## src/rtl/alu_driver_if.sv

```systemverilog
// rtl/alu_driver_if.sv - command, ALU and response bundle of the ALU driver
//
// Groups the three handshake/bus groups of alu_driver:
//   cmd_* : command in     (cmd_valid/cmd_ready handshake, op, operands, chain)
//   alu_* : ALU bus        (operands/op out, result and flags in)
//   rsp_* : response out   (rsp_valid/rsp_ready handshake, result, flags)
// modport master : requester side (issues commands, models the ALU, takes responses)
// modport slave  : the driver itself
interface alu_driver_if #(
    parameter int WIDTH = 12
);
    logic             cmd_valid;
    logic             cmd_ready;
    logic [2:0]       cmd_op;
    logic [WIDTH-1:0] cmd_a;
    logic [WIDTH-1:0] cmd_b;
    logic             cmd_chain;

    logic [WIDTH-1:0] alu_a;
    logic [WIDTH-1:0] alu_b;
    logic [2:0]       alu_op;
    logic [WIDTH-1:0] alu_z;
    logic             alu_cout;
    logic             alu_sign;
    logic             alu_ov;

    logic             rsp_valid;
    logic             rsp_ready;
    logic [WIDTH-1:0] rsp_z;
    logic [2:0]       rsp_flags;

    modport master (
        output cmd_valid, cmd_op, cmd_a, cmd_b, cmd_chain,
        output alu_z, alu_cout, alu_sign, alu_ov,
        output rsp_ready,
        input  cmd_ready, alu_a, alu_b, alu_op,
        input  rsp_valid, rsp_z, rsp_flags
    );

    modport slave (
        input  cmd_valid, cmd_op, cmd_a, cmd_b, cmd_chain,
        input  alu_z, alu_cout, alu_sign, alu_ov,
        input  rsp_ready,
        output cmd_ready, alu_a, alu_b, alu_op,
        output rsp_valid, rsp_z, rsp_flags
    );
endinterface

```

## src/rtl/alu_driver.sv

```systemverilog
// rtl/alu_driver.sv - sequences one command at a time through an external ALU
//
// Accepts a command in IDLE, drives the operands/op onto the ALU bus, lets the
// ALU settle, captures result and {cout, sign, ov} and presents them as a
// response held until the consumer takes it.
//
// Parameters:
//   WIDTH  : operand/result width
//   SETTLE : cycles (1..15) the settle counter runs before the result is captured
// Ports:
//   clk    : clock, rising edge
//   rst_n  : asynchronous active-low reset
//   bus    : alu_driver_if.slave (cmd_*, alu_*, rsp_* groups)
// Optional feature macro: ALU_DRV_CHAIN_EN
//   defined   : chain register holds the last captured result; cmd_chain=1 at
//               acceptance drives alu_a from it instead of cmd_a
//   undefined : no chain register, cmd_chain is ignored
module alu_driver #(
    parameter int WIDTH  = 12,
    parameter int SETTLE = 1
) (
    input  logic         clk,
    input  logic         rst_n,
    alu_driver_if.slave  bus
);
    typedef enum logic [1:0] {
        IDLE  = 2'd0,
        ISSUE = 2'd1,
        RESP  = 2'd2
    } state_t;

    localparam logic [3:0] SETTLE_LOAD = 4'(SETTLE - 1);

    state_t           state;
    logic [3:0]       cnt;
    // First ISSUE cycle: operands have only just been registered onto the bus,
    // so the settle count starts one cycle later.
    logic             launch;
    logic             cmd_ready_q;
    logic             rsp_valid_q;
    logic [WIDTH-1:0] rsp_z_q;
    logic [2:0]       rsp_flags_q;
    logic [WIDTH-1:0] alu_a_q;
    logic [WIDTH-1:0] alu_b_q;
    logic [2:0]       alu_op_q;
    logic [WIDTH-1:0] next_a;

`ifdef ALU_DRV_CHAIN_EN
    logic [WIDTH-1:0] chain_q;
    assign next_a = bus.cmd_chain ? chain_q : bus.cmd_a;
`else
    logic unused_chain;
    assign unused_chain = bus.cmd_chain;
    assign next_a       = bus.cmd_a;
`endif

    always_ff @(posedge clk or negedge rst_n) begin
        if (!rst_n) begin
            state       <= IDLE;
            cnt         <= 4'd0;
            launch      <= 1'b0;
            cmd_ready_q <= 1'b1;
            rsp_valid_q <= 1'b0;
            rsp_z_q     <= '0;
            rsp_flags_q <= 3'b000;
            alu_a_q     <= '0;
            alu_b_q     <= '0;
            alu_op_q    <= 3'd0;
`ifdef ALU_DRV_CHAIN_EN
            chain_q     <= '0;
`endif
        end else begin
            case (state)
                IDLE: begin
                    // cmd_ready_q is 1 exactly in IDLE
                    if (bus.cmd_valid && cmd_ready_q) begin
                        alu_a_q     <= next_a;
                        alu_b_q     <= bus.cmd_b;
                        alu_op_q    <= bus.cmd_op;
                        cnt         <= SETTLE_LOAD;
                        launch      <= 1'b1;
                        cmd_ready_q <= 1'b0;
                        state       <= ISSUE;
                    end
                end
                ISSUE: begin
                    if (launch) begin
                        launch <= 1'b0;
                    end else if (cnt == 4'd0) begin
                        rsp_z_q     <= bus.alu_z;
                        rsp_flags_q <= {bus.alu_cout, bus.alu_sign, bus.alu_ov};
                        rsp_valid_q <= 1'b1;
                        state       <= RESP;
`ifdef ALU_DRV_CHAIN_EN
                        chain_q     <= bus.alu_z;
`endif
                    end else begin
                        cnt <= cnt - 4'd1;
                    end
                end
                RESP: begin
                    // No same-cycle accept: cmd_ready rises with the return to IDLE
                    if (bus.rsp_ready) begin
                        rsp_valid_q <= 1'b0;
                        cmd_ready_q <= 1'b1;
                        state       <= IDLE;
                    end
                end
                default: begin
                    state       <= IDLE;
                    cmd_ready_q <= 1'b1;
                    rsp_valid_q <= 1'b0;
                end
            endcase
        end
    end

    assign bus.cmd_ready = cmd_ready_q;
    assign bus.rsp_valid = rsp_valid_q;
    assign bus.rsp_z     = rsp_z_q;
    assign bus.rsp_flags = rsp_flags_q;
    assign bus.alu_a     = alu_a_q;
    assign bus.alu_b     = alu_b_q;
    assign bus.alu_op    = alu_op_q;
endmodule

```

## src/flat_wrapper.sv

```systemverilog
// flat-port wrapper written by rule: the top's interface ports become plain ports
module alu_driver_flat 
#(
    parameter int WIDTH  = 12,
    parameter int SETTLE = 1
)
  (clk, rst_n, bus_cmd_valid, bus_cmd_op, bus_cmd_a, bus_cmd_b, bus_cmd_chain, bus_alu_z, bus_alu_cout, bus_alu_sign, bus_alu_ov, bus_rsp_ready, bus_cmd_ready, bus_alu_a, bus_alu_b, bus_alu_op, bus_rsp_valid, bus_rsp_z, bus_rsp_flags);
  alu_driver_if #(.WIDTH(WIDTH)) bus_i ();
  input  logic clk;
  input  logic rst_n;
  input wire logic [$bits(bus_i.cmd_valid)-1:0] bus_cmd_valid;
  input wire logic [$bits(bus_i.cmd_op)-1:0] bus_cmd_op;
  input wire logic [$bits(bus_i.cmd_a)-1:0] bus_cmd_a;
  input wire logic [$bits(bus_i.cmd_b)-1:0] bus_cmd_b;
  input wire logic [$bits(bus_i.cmd_chain)-1:0] bus_cmd_chain;
  input wire logic [$bits(bus_i.alu_z)-1:0] bus_alu_z;
  input wire logic [$bits(bus_i.alu_cout)-1:0] bus_alu_cout;
  input wire logic [$bits(bus_i.alu_sign)-1:0] bus_alu_sign;
  input wire logic [$bits(bus_i.alu_ov)-1:0] bus_alu_ov;
  input wire logic [$bits(bus_i.rsp_ready)-1:0] bus_rsp_ready;
  output wire logic [$bits(bus_i.cmd_ready)-1:0] bus_cmd_ready;
  output wire logic [$bits(bus_i.alu_a)-1:0] bus_alu_a;
  output wire logic [$bits(bus_i.alu_b)-1:0] bus_alu_b;
  output wire logic [$bits(bus_i.alu_op)-1:0] bus_alu_op;
  output wire logic [$bits(bus_i.rsp_valid)-1:0] bus_rsp_valid;
  output wire logic [$bits(bus_i.rsp_z)-1:0] bus_rsp_z;
  output wire logic [$bits(bus_i.rsp_flags)-1:0] bus_rsp_flags;
  assign bus_i.cmd_valid = bus_cmd_valid;
  assign bus_i.cmd_op = bus_cmd_op;
  assign bus_i.cmd_a = bus_cmd_a;
  assign bus_i.cmd_b = bus_cmd_b;
  assign bus_i.cmd_chain = bus_cmd_chain;
  assign bus_i.alu_z = bus_alu_z;
  assign bus_i.alu_cout = bus_alu_cout;
  assign bus_i.alu_sign = bus_alu_sign;
  assign bus_i.alu_ov = bus_alu_ov;
  assign bus_i.rsp_ready = bus_rsp_ready;
  assign bus_cmd_ready = bus_i.cmd_ready;
  assign bus_alu_a = bus_i.alu_a;
  assign bus_alu_b = bus_i.alu_b;
  assign bus_alu_op = bus_i.alu_op;
  assign bus_rsp_valid = bus_i.rsp_valid;
  assign bus_rsp_z = bus_i.rsp_z;
  assign bus_rsp_flags = bus_i.rsp_flags;
  alu_driver #(.WIDTH(WIDTH), .SETTLE(SETTLE)) u_core (.clk(clk), .rst_n(rst_n), .bus(bus_i));
endmodule
```

## config.mk

```make
export PLATFORM = sky130hd
export DESIGN_NAME = alu_driver_flat
export DESIGN_NICKNAME = d
export VERILOG_FILES = /design/src/rtl/alu_driver_if.sv /design/src/rtl/alu_driver.sv /design/src/flat_wrapper.sv
export SDC_FILE = /design/constraint.sdc
export NUM_CORES = 1
export LEC_CHECK = 0
export ABC_AREA = 1
export BUFFER_PORTS_ARGS = -buffer_cell sky130_fd_sc_hd__buf_2
export CORE_ASPECT_RATIO = 1.75
export CORE_MARGIN = 3
export CORE_UTILIZATION = 40
export CTS_CLUSTER_SIZE = 8
export DETAILED_ROUTE_END_ITERATION = 12
export PLACE_DENSITY = 0.67
export SETUP_SLACK_MARGIN = 0.5
export SLEW_MARGIN = 40
export SYNTH_ARGS = -nofsm -noshare
export SYNTH_HDL_FRONTEND = slang
export SYNTH_SLANG_ARGS = --single-unit
```

## constraint.sdc

```tcl
create_clock -name clk -period 3.4 [get_ports clk]
set_clock_uncertainty 0.2 [all_clocks]
set_input_delay 0.68 -clock clk [delete_from_list [all_inputs] [get_ports clk]]
set_output_delay 0.68 -clock clk [all_outputs]
set_load 0.05 [all_outputs]
```

Word level (Yosys, flattened, before mapping)
Index checks and enable logic that the tools add are counted.
{"block": "totals", "reg_bits": 51, "output_inout_bits": 44, "elab_cells": 50}
{"block": "classes", "add_sub_neg": 1, "n_mux": 18, "reduce_logical": 11, "bitwise": 3, "n_eq_ne": 7}
{"operator": "$mux W4", "count": 3}
{"operator": "$reduce_and A4 Y1", "count": 3}
{"operator": "$mux W2", "count": 4}
{"operator": "$pmux W4 S2", "count": 1}
{"operator": "$mux W1", "count": 6}
{"operator": "$ne A2 B2 Y1 const B", "count": 3}
{"operator": "$pmux W1 S3", "count": 2}
{"operator": "$pmux W2 S3", "count": 1}
{"operator": "$reduce_and A3 Y1", "count": 2}
{"operator": "$logic_not A4 Y1", "count": 1}
{"operator": "$ne A2 B1 Y1 const B", "count": 2}
{"operator": "$reduce_and A2 Y1", "count": 2}
{"operator": "$sub A4 B1 Y4 const B", "count": 1}
{"operator": "$not A1 Y1", "count": 3}
{"operator": "$eq A2 B1 Y1 const B", "count": 1}
{"operator": "$eq A2 B2 Y1 const B", "count": 1}
{"operator": "$logic_not A2 Y1", "count": 1}
{"operator": "$pmux W1 S2", "count": 1}
{"operator": "$reduce_bool A2 Y1", "count": 1}
{"operator": "$logic_and A1 B1 Y1", "count": 1}

Depth between registers and ports, before layout
{"block": "depth", "depth_word": 4, "ltp_mapped": 8, "ltp_nobuf": 8}

Worst setup path before layout
No wires, ideal clock.
{"block": "synth_path", "path_type": "register -> output", "from": "reg u_core.cmd_ready_q (netlist: u_core.bus.cmd_ready)", "to": "out bus_cmd_ready", "n_path_buf": 0, "t_arrival_ps": 687, "setup_slack_ps": 1833, "stages_incl_launch_ff": 1, "required_ps": 2520, "cell_sequence": "dfstp_2"}
{"element": "from (decl)", "line_no": "alu_driver.sv:39", "rtl": "logic cmd_ready_q;"}
{"element": "from (signal assigned)", "line_no": "alu_driver.sv:62", "rtl": "cmd_ready_q <= 1'b1;"}
{"element": "from (signal assigned)", "line_no": "alu_driver.sv:82", "rtl": "cmd_ready_q <= 1'b0;"}
{"element": "from (signal assigned)", "line_no": "alu_driver.sv:105", "rtl": "cmd_ready_q <= 1'b1;"}
{"element": "to (decl)", "line_no": "flat_wrapper.sv:21", "rtl": "output wire logic [$bits(bus_i.cmd_ready)-1:0] bus_cmd_ready;"}
No word-level cell between the ends.

Worst setup path after layout
{"block": "layout_path", "from": "reg u_core.state[1]", "to": "reg u_core.alu_op_q[0] (netlist: u_core.bus.alu_op[0])"}
{"block": "layout_between", "elab_chain_cells": 2}
{"element": "from (decl)", "line_no": "alu_driver.sv:34", "rtl": "state_t state;"}
{"element": "from (signal assigned)", "line_no": "alu_driver.sv:59", "rtl": "state <= IDLE;"}
{"element": "from (signal assigned)", "line_no": "alu_driver.sv:83", "rtl": "state <= ISSUE;"}
{"element": "from (signal assigned)", "line_no": "alu_driver.sv:93", "rtl": "state <= RESP;"}
{"element": "$logic_not A2 Y1", "line_no": "alu_driver.sv:73", "rtl": "case (state)"}
{"element": "$reduce_and A2 Y1 (no line)"}
{"element": "to (signal assigned)", "line_no": "alu_driver.sv:79", "rtl": "alu_op_q <= bus.cmd_op;"}
{"element": "to (decl)", "line_no": "alu_driver.sv:45", "rtl": "logic [2:0] alu_op_q;"}
Every way passes these cells.
A chain may end at the register's enable or synchronous reset.

==> metrics.log <==
[metrics] status: complete, no violations
[metrics] WP depth: 5
[metrics] layout cell share with drive strength beyond 1: 41.64%
[metrics] Initial Utilization: a little over two fifths
[metrics] Root Buffer: sky130_fd_sc_hd__clkbuf_8
[metrics] most common cell after layout, fill and taps aside: sky130_fd_sc_hd__buf_2
[metrics] path class of the lowest-slack min-delay path: in2async
[metrics] number of design rule violations left after detail routing: 0
[metrics] clock edge transition at the registers on the reported setup and hold paths: approximately 90 ps
[metrics] family with the most delay on the worst path: simple AND/OR/NAND/NOR gates
[metrics] Syn Nets: 298
[metrics] switching power share of the total: between 50% and 60%
[metrics] clock latency on the worst-skew pair: roughly 300 ps
[metrics] io pins: 91
[metrics] PostCTS Resize Cnt: 0
[metrics] ordered cell list for the critical path: nor2_2 > nand3_2 > buf_4 > nand2_1 > o21ai_0
[metrics] residual antenna-violating net count after detailed routing: 0
[metrics] R2R Setup Slk: around 1300 ps
[metrics] top routing layer in use: met4
[metrics] Pint: 1472 uW
[metrics] asr flop ratio synth: 100.0%
[metrics] capturing point of the worst reg2reg path: u_core.bus.alu_op[0]
[metrics] via-per-instance ratio: approximately 4.3
[metrics] crit path setup slack, layout: about 1300 ps
[metrics] final net count: approximately 390
[metrics] arrival time at the worst endpoint: roughly 2100 ps
[metrics] crit end category: register
[metrics] length in cells of the worst reg-to-reg path: 5
[metrics] met3 wirelength from detailed routing: 330 um
[metrics] number of antenna violations at the first check in global routing: 0
[metrics] Syn Inst Count: between 200 and 250
[metrics] maximum clock rate: about 0.48 GHz
[metrics] Critical Setup Path Class: reg2reg
[metrics] r2r startpoint: u_core.state[1]
[metrics] final hold violations: 0
[metrics] initial drt markers: 62
[metrics] Lkg Pwr: between 0.0015 and 0.002 uW
[metrics] switching pwr: ~1700 uW
[metrics] top library cells by usage in the layout, fill and taps aside: 89 x sky130_fd_sc_hd__buf_2, 69 x sky130_fd_sc_hd__nand2_1, 52 x sky130_fd_sc_hd__inv_1
[metrics] number of core rows: 36
[metrics] commonest register cell after synthesis: sky130_fd_sc_hd__dfrtp_1
[metrics] Worst-Margin Slew: 674.6 ps
[metrics] number of buffers inserted during clock tree synthesis: 5
[metrics] cell area after synthesis: between 2000 and 2500 um^2
[metrics] largest stage delay on the critical path: 550 ps
[metrics] fraction of power consumed by sequential logic: between 30 and 40%
[metrics] ant diodes: 0
[metrics] Core Box Area: between 5000 and 6000 um^2
[metrics] overall via count from detail_route: around 1800
[metrics] height of the chip: between 100 and 150 um
[metrics] maximum root-to-sink buffer count: 2
[metrics] CTS hold repair buffers: 0
[metrics] detail-routed net length per standard cell: roughly 11 um
[metrics] startpoint class of the critical path: register
[metrics] Max-Cap Viols: 0
[metrics] Post-Place Worst Slack: 1156 ps
[metrics] Layout Cells excl Fill: 417
[metrics] horizontal extent of the die: around 64 um
[metrics] average footprint of a synthesized cell: between 9 and 10 um^2
[metrics] area enclosed by the die boundary: roughly 6800 um^2
[metrics] CTS H-tree lvls: 2
[metrics] area growth from synthesis to final layout: 24.10%
[metrics] worst slew slack as a fraction of its limit: 54.98%
[metrics] Routed met1 length: between 1500 and 2000 um
[metrics] total setup violations reported at the end of the flow: 0
[metrics] setup TNS after final layout: 0 ps
[metrics] total routing usage reported by global routing: around 14%
[metrics] crit path max fanout: 33
[metrics] worst path bufs/invs: 1
[metrics] end-of-flow core utilization: between 50 and 60%
[metrics] final count of pins violating max slew: 0
[metrics] total congestion overflow after global routing: 0
[metrics] minimum clock period: around 2100 ps
[metrics] maximum number of pins on one net before global-route repair: 34
[metrics] post-CTS setup buffers: 0
[metrics] RSZ-0062 raised after global routing: no
[metrics] Power per Cell Area: 1104 nW/um^2
[metrics] number of filler instances in the final layout: around 560
[metrics] metal2 WL: between 2000 and 2500 um
[metrics] via count of the first global-routing pass: 1724
[metrics] share of the clock period used by the worst path after layout: 61.03%
[metrics] number of flops mapped to enable cells by yosys: 0
[metrics] total wirelength of the detailed-routed design: 4495 um
[metrics] cell with the largest stage delay on the worst path: sky130_fd_sc_hd__nand3_2
[metrics] detailed-router iteration count before antenna repair: 4
[metrics] count of distinct cell types in the synthesized netlist: 18
[metrics] detailed-placement wirelength estimate: about 3500 um
[metrics] maximum vdd ir drop: around 450 uV
[metrics] sequential element share of the synthesized area: a little over half
[metrics] Num Clock Sinks: a little over 50
[metrics] Ys Warns: 0
[metrics] clock share of power: roughly a tenth
[metrics] global-route wire length before repair: approximately 7700 um
[metrics] combinational group share of total power: roughly 57%
[metrics] number of instances in the placed design: 409
[metrics] number of flip-flops and latches in the synthesized netlist: 51
[metrics] CTS tree: yes
[metrics] last weighted congestion value of the routability-driven placer: 0.8180
[metrics] Req. time, crit path: 3390 ps
[metrics] port bufs: 89
==> how the worst max path moves through the flow <==
stage,from,endpoint,slack [ps]
after global placement,bus_cmd_valid,u_core.bus.alu_op[0],1180
final,u_core.state[1],u_core.bus.alu_op[0],1330
after detailed placement,bus_cmd_valid,u_core.bus.alu_op[0],1160
after floorplan,u_core.bus.cmd_ready,bus_cmd_ready,1830
after CTS,u_core.state[1],u_core.bus.alu_op[0],1290
after global routing,u_core.state[1],u_core.bus.alu_op[0],1060
==> power by group through the flow <==
| stage | Combinational, uW | Clock (uW) | Sequential [uW] |
|---|---|---|---|
| finish | 1840 | 336 | 1020 |
| global route | 1980 | 385 | 1060 |
| CTS | 1860 | 362 | 1020 |
| detailed placement | 1860 | 0 | 1030 |
| global placement | 1830 | 0 | 1030 |
| floorplan | 632 | 0 | 1890 |
==> stage by stage <==
stage	hold WS [ps]	area [um^2]	power, uW
6_report	26.35	2893	3194
5_1_grt	22.14	2893	3423
4_1_cts	17.08	2893	3249
3_5_place_dp	261.1	2808	2895
3_3_place_gp	253.6	2808	2859
2_1_floorplan	184.4	2331	2521
==> flip-flops by register name, indices dropped and copies added, names as in the netlist <==
name,flops
u_core.bus.rsp_z,12
u_core.bus.alu_op,3
u_core.launch,1
u_core.cnt,4
u_core.state,2
u_core.bus.alu_b,12
u_core.bus.cmd_ready,1
u_core.bus.rsp_flags,3
u_core.bus.rsp_valid,1
u_core.bus.alu_a,12
==> worst reg2reg max path: stages, from the launching register on <==
cell	delay [ps]
sky130_fd_sc_hd__dfrtp_1	430
sky130_fd_sc_hd__nor2_2	200
sky130_fd_sc_hd__nand3_2	550
sky130_fd_sc_hd__buf_4	450
sky130_fd_sc_hd__nand2_1	70
sky130_fd_sc_hd__o21ai_0	70
==> final cells by class <==
| cell class | instances | area [um^2] | share of cell area (%) |
|---|---|---|---|
| repair buffers | 93 | 475.5 | 16.44 |
| flip-flops and latches | 51 | 1277 | 44.16 |
| inverters | 53 | 198.9 | 6.877 |
| multi-input cells | 136 | 760.7 | 26.30 |
| clock inverters | 2 | 12.51 | 0.4325 |
| well taps | 76 | 95.09 | 3.287 |
| clock buffers | 6 | 72.57 | 2.509 |
==> cell families (layout without fill, tap and decap cells) <==
family / after synthesis / count (layout) / share of synthesized area (%)
simple gates: 87 / 87 / 16.00
compound gates: 46 / 46 / 15.19
flops: 51 / 51 / 54.80
xor+xnor: 1 / 1 / 0.3758
buf+inv: 62 / 154 / 12.56
fa+ha+maj: 2 / 2 / 1.073
==> metal layers <==
metal,GRT usage (%),up-vias
met4,4.946,0
met2,24.38,60
li1,-,928
met5,0,-
met3,4.822,5
met1,16.46,788
==> synth_stat cells (2+ instances only) <==
library cell              instances  area, um^2
sky130_fd_sc_hd__nand2_2          2       12.51
sky130_fd_sc_hd__nand3_1          4       20.02
sky130_fd_sc_hd__ha_1             2       25.02
sky130_fd_sc_hd__nor2_2           2       12.51
sky130_fd_sc_hd__nand2_1         69       259.0
sky130_fd_sc_hd__o21ai_2         33       289.0
sky130_fd_sc_hd__inv_1           52       195.2
sky130_fd_sc_hd__nor2_1           7       26.28
sky130_fd_sc_hd__dfrtp_1         50        1251
sky130_fd_sc_hd__o21ai_0         13       65.06
sky130_fd_sc_hd__buf_6            8       90.09
(Power assumes the default switching activity.)
